--- src/rtl/img_sram_arbiter.sv ---
// Round-robin burst arbiter for the shared image SRAM port, with a mandatory turnaround cycle.
// Optional grant timeout when IMG_SRAM_ARB_TIMEOUT_EN is defined.
package img_sram_pkg;
  typedef struct packed {
    logic       sense_en;
    logic       write_en;
    logic [7:0] row;
    logic [7:0] col;
    logic [7:0] din;
  } img_sram_ctrl_t;
endpackage

module img_sram_arbiter
  import img_sram_pkg::*;
#(
  parameter int unsigned NREQ = 3
`ifdef IMG_SRAM_ARB_TIMEOUT_EN
  , parameter logic [15:0] MAX_HOLD = 16'd65535
`endif
) (
  input  logic                       clk,
  input  logic                       rst,
  input  logic [NREQ-1:0]            req,
  input  img_sram_ctrl_t [NREQ-1:0]  req_ctrl,
  output logic [NREQ-1:0]            gnt,
  output img_sram_ctrl_t             sram_ctrl,
  input  logic [7:0]                 sram_dout,
  output logic [7:0]                 rd_data,
  output logic [NREQ-1:0]            rd_valid
`ifdef IMG_SRAM_ARB_TIMEOUT_EN
  , output logic                     hold_viol
`endif
);

  localparam int unsigned IW = (NREQ > 1) ? $clog2(NREQ) : 1;

  typedef enum logic [1:0] {IDLE, GRANT, TURN} state_t;

  state_t          state_q, state_d;
  logic [NREQ-1:0] gnt_q, gnt_d;
  logic [NREQ-1:0] rd_valid_q, rd_valid_d;
  logic [IW-1:0]   owner_q, owner_d;
  logic [IW-1:0]   rr_ptr_q, rr_ptr_d;
  logic [NREQ-1:0] elig;
  logic            found;
  logic [IW-1:0]   winner;
  logic            owner_req;
  logic            pass;
  img_sram_ctrl_t  own_ctrl;

`ifdef IMG_SRAM_ARB_TIMEOUT_EN
  logic [15:0]     cnt_q, cnt_d;
  logic            viol_q, viol_d;
  logic [NREQ-1:0] blocked_q, blocked_d;

  // A revoked requester stays ineligible until it has dropped req once.
  assign elig      = req & ~blocked_q;
  assign hold_viol = viol_q;
`else
  assign elig = req;
`endif

  assign owner_req = req[owner_q];
  assign own_ctrl  = req_ctrl[owner_q];
  assign pass      = (state_q == GRANT) && owner_req;
  assign sram_ctrl = pass ? own_ctrl : '0;
  assign gnt       = gnt_q;
  assign rd_valid  = rd_valid_q;
  assign rd_data   = sram_dout;

  always_comb begin
    found  = 1'b0;
    winner = '0;
    for (int unsigned k = 0; k < NREQ; k++) begin
      int unsigned idx;
      idx = (32'(rr_ptr_q) + k) % NREQ;
      if (!found && elig[idx]) begin
        found  = 1'b1;
        winner = IW'(idx);
      end
    end
  end

  always_comb begin
    rd_valid_d = '0;
    if (pass && own_ctrl.sense_en && !own_ctrl.write_en) rd_valid_d[owner_q] = 1'b1;
  end

  always_comb begin
    state_d  = state_q;
    gnt_d    = gnt_q;
    owner_d  = owner_q;
    rr_ptr_d = rr_ptr_q;
`ifdef IMG_SRAM_ARB_TIMEOUT_EN
    cnt_d     = cnt_q;
    viol_d    = 1'b0;
    blocked_d = blocked_q & req;
`endif
    case (state_q)
      IDLE, TURN: begin
        gnt_d = '0;
        if (found) begin
          state_d        = GRANT;
          gnt_d[winner]  = 1'b1;
          owner_d        = winner;
          rr_ptr_d       = (32'(winner) == NREQ - 1) ? '0 : winner + 1'b1;
`ifdef IMG_SRAM_ARB_TIMEOUT_EN
          cnt_d          = '0;
`endif
        end else begin
          state_d = IDLE;
        end
      end
      GRANT: begin
        if (!owner_req) begin
          state_d = TURN;
          gnt_d   = '0;
        end
`ifdef IMG_SRAM_ARB_TIMEOUT_EN
        else if (cnt_q == MAX_HOLD - 16'd1) begin
          state_d            = TURN;
          gnt_d              = '0;
          viol_d             = 1'b1;
          blocked_d[owner_q] = 1'b1;
        end else begin
          cnt_d = cnt_q + 16'd1;
        end
`endif
      end
      default: begin
        state_d = IDLE;
        gnt_d   = '0;
      end
    endcase
  end

  always_ff @(posedge clk or posedge rst) begin
    if (rst) begin
      state_q    <= IDLE;
      gnt_q      <= '0;
      owner_q    <= '0;
      rr_ptr_q   <= '0;
      rd_valid_q <= '0;
    end else begin
      state_q    <= state_d;
      gnt_q      <= gnt_d;
      owner_q    <= owner_d;
      rr_ptr_q   <= rr_ptr_d;
      rd_valid_q <= rd_valid_d;
    end
  end

`ifdef IMG_SRAM_ARB_TIMEOUT_EN
  always_ff @(posedge clk or posedge rst) begin
    if (rst) begin
      cnt_q     <= '0;
      viol_q    <= 1'b0;
      blocked_q <= '0;
    end else begin
      cnt_q     <= cnt_d;
      viol_q    <= viol_d;
      blocked_q <= blocked_d;
    end
  end
`endif

endmodule

--- config.mk ---
export PLATFORM = sky130hd
export DESIGN_NAME = img_sram_arbiter
export DESIGN_NICKNAME = d
export VERILOG_FILES = /design/src/rtl/img_sram_arbiter.sv
export SDC_FILE = /design/constraint.sdc
export NUM_CORES = 1
export LEC_CHECK = 0
export ABC_AREA = 1
export BUFFER_PORTS_ARGS = -buffer_cell sky130_fd_sc_hd__buf_4
export CAP_MARGIN = 30
export CORE_ASPECT_RATIO = 1.4
export CORE_MARGIN = 5
export CORE_UTILIZATION = 32
export CTS_CLUSTER_SIZE = 16
export DETAILED_ROUTE_END_ITERATION = 8
export PLACE_DENSITY = 0.85
export SETUP_SLACK_MARGIN = 0.5
export SLEW_MARGIN = 20
export SYNTH_ARGS = -nofsm -noshare
export SYNTH_HDL_FRONTEND = slang
export SYNTH_SLANG_ARGS = --single-unit
--- constraint.sdc ---
create_clock -name clk -period 1.7 [get_ports clk]
set_input_delay 0.425 -clock clk [delete_from_list [all_inputs] [get_ports clk]]
set_output_delay 0.425 -clock clk [all_outputs]
set_load 0.005 [all_outputs]
## Word level (Yosys, flattened, before mapping)

Index checks and enable logic that the tools add are counted.

| operators by class | value |
|---|---|
| add/subtract/negate cells | 3 |
| multiplexer cells | 29 |
| div/mod/pow operators | 3 |
| order comparisons | 7 |
| equal/unequal tests | 4 |
| reduce and logical (&&, ||, !) cells | 13 |

Operator list:

| cell | number |
|---|---|
| < comparator 32 x 3 -> 1 bit (second input constant) | 3 |
| modulo 32 x 2 -> 32 bit (second input constant) | 2 |
| binary-select mux 26 bit (select 2 bit) | 1 |
| 2-to-1 mux 26 bit | 2 |
| modulo 2 x 2 -> 32 bit (second input constant) | 1 |
| 2-to-1 mux 1 bit | 10 |
| 2-to-1 mux 2 bit | 5 |
| 2-to-1 mux 3 bit | 3 |
| binary-select mux 1 bit (select 2 bit) | 4 |
| logical AND 1 bit | 7 |
| < comparator 2 x 3 -> 1 bit (second input constant) | 2 |
| case mux 3 bit (2 select lines) | 1 |
| demux 1 bit (select 2 bit) | 2 |
| equality test 2 bit (second input constant) | 2 |
| >= comparator 2 x 1 -> 1 bit (second input constant) | 2 |
| case mux 2 bit (2 select lines) | 1 |
| adder 2 x 1 -> 3 bit (second input constant) | 1 |
| adder 2 x 2 -> 3 bit (second input constant) | 1 |
| logical NOT 1 bit | 3 |
| adder 2 x 1 -> 2 bit (second input constant) | 1 |
| equality test 2 x 1 -> 1 bit (second input constant) | 1 |
| logical NOT 2 bit | 1 |
| != test 2 bit (second input constant) | 1 |
| AND reduction 2 bit | 1 |
| OR reduction 2 bit | 1 |

| storage, ports and cells | value |
|---|---|
| register bits after elaboration | 12 |
| output and inout bits | 40 |
| word-level logic and storage cells | 64 |

## Depth between registers and ports, before layout

| logic depth | value |
|---|---|
| depth in word-level cells | 16 |
| depth in mapped cells | 12 |
| gate-level depth less buffers | 12 |

## Worst setup path after synthesis

No wires, ideal clock.

| timing path | value |
|---|---|
| path kind | reg-to-output |
| start | reg owner_q[0] |
| end | out sram_ctrl[16] (netlist name) |
| slack | -0.018 ns |
| required time | 1.275 ns |
| cell stages (with the launch flop) | 7 |
| path buffers | 1 |
| data arrival time | 1.293 ns |
| cell sequence | dfrtp_1 nor2_4 inv_2 o221ai_4 nand2_4 buf_6 a31oi_1 |

RTL lines:

| what | RTL line | source |
|---|---|---|
| from (decl) | 42 | `logic [IW-1:0] owner_q, owner_d;` |
| from (signal assigned) | 147 | `owner_q <= owner_d;` |
| to (decl) | 26 | `output img_sram_ctrl_t sram_ctrl,` |

==> results.txt <==
Data on the critical path arrives at its endpoint at 1650 ps. The worst-skew pair later-pin latency is 240 ps. TritonCTS built the clock tree.

For this design, the sink count on the clock tree is 12. The critical path contains buffers and inverters numbering 3 combined. The buffer depth of the longest clock path was 2; the placed wire-length estimate after detailed placement was 4531 microns.

The number of diodes is 0, and the combined area of the multi-input logic cells is 0.001066 sq mm. After synthesis, the mean cell area works out to 5.958 sq um. The level count of the clock H-tree is 1, and the number of DRC markers in iteration 0 is 52.

For this run, the number of Yosys warnings is 0. The time the final worst path needs with I/O delays and setup is 2074 ps. The setup clock skew after layout was 3.237 ps; the layout-stage area growth over the synthesis result was 111.8%. For the worst-case setup margin in the final layout, the log shows -374.4 ps. The slew of the pin with the lowest slew margin came out at 460.5 ps.

Counting every net in the synthesized netlist gives 313. Setup repair after global routing could not meet its margin everywhere. Clock tree synthesis selected as its root buffer the cell sky130_fd_sc_hd__clkbuf_8.

The register area share after synthesis was 0.2312; the tightest slew margin relative to the limit was 0.6927. The worst setup path is launched from a flip-flop. The run finished, with violations left.

The floorplan step defined a core boundary enclosing 0.003919 sq mm. The I/O pin count is 131. The run gives 21 as the count of distinct cell types in the synthesized netlist. Number of hold-slack violations in the final timing report: 0. The number of global-route vias before repair is 2058.

Post-layout total power: 0.003945 W. The gate family responsible for the most delay along the worst path is flip-flops. The detailed router placed 1988 vias in this run.

The global routing usage summed across all routing layers came out at 0.1972. The worst register-to-register path begins at rr_ptr_q[0]. The initial antenna violation count is 0.

For the first-pass GRT wire length, the log shows 8901 microns. The die span in y is 85.38 microns. Ratio of cells with drive above 1 in the final layout: 0.5943. Based on the critical path, the design can be clocked at up to 0.4821 GHz. Setup violations remaining at the end of the flow were counted as 26. The final reports fail on negative setup slack.

Excluding fillers, the count of instances in the completed layout stands at 393. The die is 63.84 microns wide. Tracing the worst setup path back leads to its startpoint at owner_q[0]. Ranked by total cell area, the synthesized netlist is headed by sky130_fd_sc_hd__nand2_1 (32%), sky130_fd_sc_hd__dfrtp_1 (23%), sky130_fd_sc_hd__a31oi_1 (12%), sky130_fd_sc_hd__inv_1 (5.2%), sky130_fd_sc_hd__buf_4 (4.6%). Traced cell by cell, the critical path runs through nor2_4 > inv_2 > o221ai_4 > nand2_4 > buf_6 > a31oi_2 > buf_4. Entering global routing, the biggest net connects 27 pins.

The mean routed wirelength per cell was 15.33 microns. The final layout contains 446 nets. The routed wire length came out at 6023 microns.

At the end of routability-driven placement, the weighted congestion stood at 0.8037. The synthesized design spends more area on one cell type than any other, namely sky130_fd_sc_hd__nand2_1. The run gives 3 as the number of buffers created by CTS. The number of max-capacitance violations reported is 0. Synthesis produced a netlist whose cell count is 218.

The post-route clock period utilization works out to 1.220. Once placement completed, the tool counted placed cells totaling 377. The final number of max-transition violations is 0. Register area: 304.0 sq um.

The class of the tightest hold or removal check was input pin to asynchronous set/reset pin. At the worst endpoint, the required time is 1270 ps. The clock-pin slew on the worst setup and hold paths is 60 ps, and the DRC violation count after routing is 0. The type of destination of the critical path was an output pin.

The total of buffers placed on input and output ports came out at 114. The top-area cell type share of the netlist area is 0.3179. The run gives 27 as the number of placement rows.

The run gives 0 as the total congestion overflow after global routing. The maximum net fanout on the critical path came out at 10. In this run the static leakage power is 1.401 nW. The largest single stage delay on the critical path is 470 ps. Among all stages on the critical path, the largest delay is contributed by sky130_fd_sc_hd__dfrtp_2. Dividing total power by cell area gives a power density of 1434 mW/mm^2. Initial cell density of the core: 0.3314.

The floorplan die area is 0.005451 sq mm, and the count of fill cells added during filler insertion is 339. The tools report the worst vdd rail ir drop as 1.162 mV. The run gives 4 as the length of the first detailed-routing pass in iterations.

Using the TritonRoute via totals, the vias-per-cell ratio works out to 5.059. The critical path class is flip-flop to output pin. After synthesis the cells add up to 0.001299 sq mm. For the number of nets with antenna violations after routing, the log shows 0. The post-synthesis sequential element count was 12.
## worst register-to-register path: stages, from the launching register on
cell	delay [ps]
sky130_fd_sc_hd__dfrtp_2	430
sky130_fd_sc_hd__inv_2	90
sky130_fd_sc_hd__ha_2	200
sky130_fd_sc_hd__inv_2	60
sky130_fd_sc_hd__nand2_1	70
sky130_fd_sc_hd__nand2_1	50
sky130_fd_sc_hd__nand2_1	90
sky130_fd_sc_hd__nand2_2	90
sky130_fd_sc_hd__nor3_4	240
sky130_fd_sc_hd__nor2_1	70
sky130_fd_sc_hd__nand2_1	100
sky130_fd_sc_hd__nand2_1	60
## cell families (layout without fill, tap and decap cells)
family,after synthesis,in the layout,share of synthesized area
fa+ha+maj,4,4,0.03854
compound gates,32,32,0.1657
simple gates,134,134,0.4239
buf+inv,36,168,0.1407
flops,12,12,0.2312
## power breakdown
group / internal [W] / switching [W] / total [W]
clock network: 0.000205 / 0.000110 / 0.000314
registers: 0.000387 / 0.0000935 / 0.000480
logic: 0.00151 / 0.00164 / 0.00315
## synthesized netlist by cell type
master / n
sky130_fd_sc_hd__a21oi_1: 1
sky130_fd_sc_hd__inv_2: 2
sky130_fd_sc_hd__nand3_1: 8
sky130_fd_sc_hd__nand2_1: 110
sky130_fd_sc_hd__nand2_2: 2
sky130_fd_sc_hd__nor3_1: 6
sky130_fd_sc_hd__buf_2: 2
sky130_fd_sc_hd__nand4_1: 1
sky130_fd_sc_hd__a22oi_1: 1
sky130_fd_sc_hd__o221ai_4: 1
sky130_fd_sc_hd__nand2_4: 1
sky130_fd_sc_hd__buf_4: 8
sky130_fd_sc_hd__inv_1: 18
sky130_fd_sc_hd__nor2_1: 4
sky130_fd_sc_hd__dfrtp_1: 12
sky130_fd_sc_hd__o21ai_0: 4
sky130_fd_sc_hd__clkbuf_1: 4
sky130_fd_sc_hd__buf_6: 2
sky130_fd_sc_hd__nor2_4: 2
sky130_fd_sc_hd__a31oi_1: 25
sky130_fd_sc_hd__ha_1: 4
## flip-flops by register name, summed over array words and instances (netlist names)
name,flops
gnt,3
rd_valid,3
owner_q,2
rr_ptr_q,2
state_q,2
## final cells by class
cell class | count | area share
flip-flops and latches | 12 | 0.1105
clock buffers | 4 | 0.02001
inverters | 20 | 0.03001
well taps | 43 | 0.01955
repair buffers | 144 | 0.4325
multi-input cells | 170 | 0.3874
## metrics by stage
stage / hold slack (ps) / setup slack [ps] / setup TNS [ps] / utilization / cell area [sq um]
floorplan: 289.6 / 23.40 / 0 / - / 1355
global placement: 415.5 / -139.2 / -1901 / 0.5910 / 2316
detailed placement: 428.6 / -145.1 / -2258 / 0.5910 / 2316
CTS: 212.8 / -339.2 / -8469 / 0.6469 / 2535
global route: 234.1 / -444.0 / -10870 / 0.7021 / 2751
finish: 190.8 / -374.4 / -9096 / 0.7021 / 2751
## placed cells by master, fill, tap and decap left out, types with 2 or more instances in the layout
master                     instances
sky130_fd_sc_hd__buf_6             9
sky130_fd_sc_hd__ha_2              2
sky130_fd_sc_hd__a31oi_4           3
sky130_fd_sc_hd__nor3_2            4
sky130_fd_sc_hd__nand3_1           3
sky130_fd_sc_hd__inv_1            10
sky130_fd_sc_hd__ha_4              2
sky130_fd_sc_hd__nor2_1            3
sky130_fd_sc_hd__buf_4           130
sky130_fd_sc_hd__nor2_4            2
sky130_fd_sc_hd__nand2_2          13
sky130_fd_sc_hd__buf_12            3
sky130_fd_sc_hd__o21ai_1           2
sky130_fd_sc_hd__dfrtp_2           3
sky130_fd_sc_hd__clkbuf_8          4
sky130_fd_sc_hd__nand2_1          95
sky130_fd_sc_hd__inv_2             9
sky130_fd_sc_hd__nand2_4           5
sky130_fd_sc_hd__nand3_2           4
sky130_fd_sc_hd__a31oi_1          17
sky130_fd_sc_hd__dfrtp_1           9
sky130_fd_sc_hd__a31oi_2           5
## final timing paths
kind                                  to  slack [ps]  depth (start not counted)
max                        sram_ctrl[18]        -370                          7
min                          rd_valid[1]         190                          2
max reg2reg                  rr_ptr_q[0]          50                         11
min reg2reg                   state_q[1]         460                          1
max in group asynchronous    rr_ptr_q[0]        1160                          2
min in group clk              state_q[1]         460                          1
## per-layer routing
layer	up-vias	global-route usage	share of wire
met5	-	0	0
met4	0	0.06238	0.016
met3	8	0.03974	0.067
met2	83	0.3943	0.57
met1	931	0.1933	0.35
li1	966	-	-
## timing repair
item / CTS / global route
endpoints found under the hold margin: 0 / 0
resized for setup: 34 / 28
setup buffers: 4 / 6
gates cloned: 1 / 1
hold buffers: 0 / 0
pin swaps: 17 / 14
endpoints found under the setup margin: 37 / 41
No activity file was read; power rests on OpenSTA's default activity.
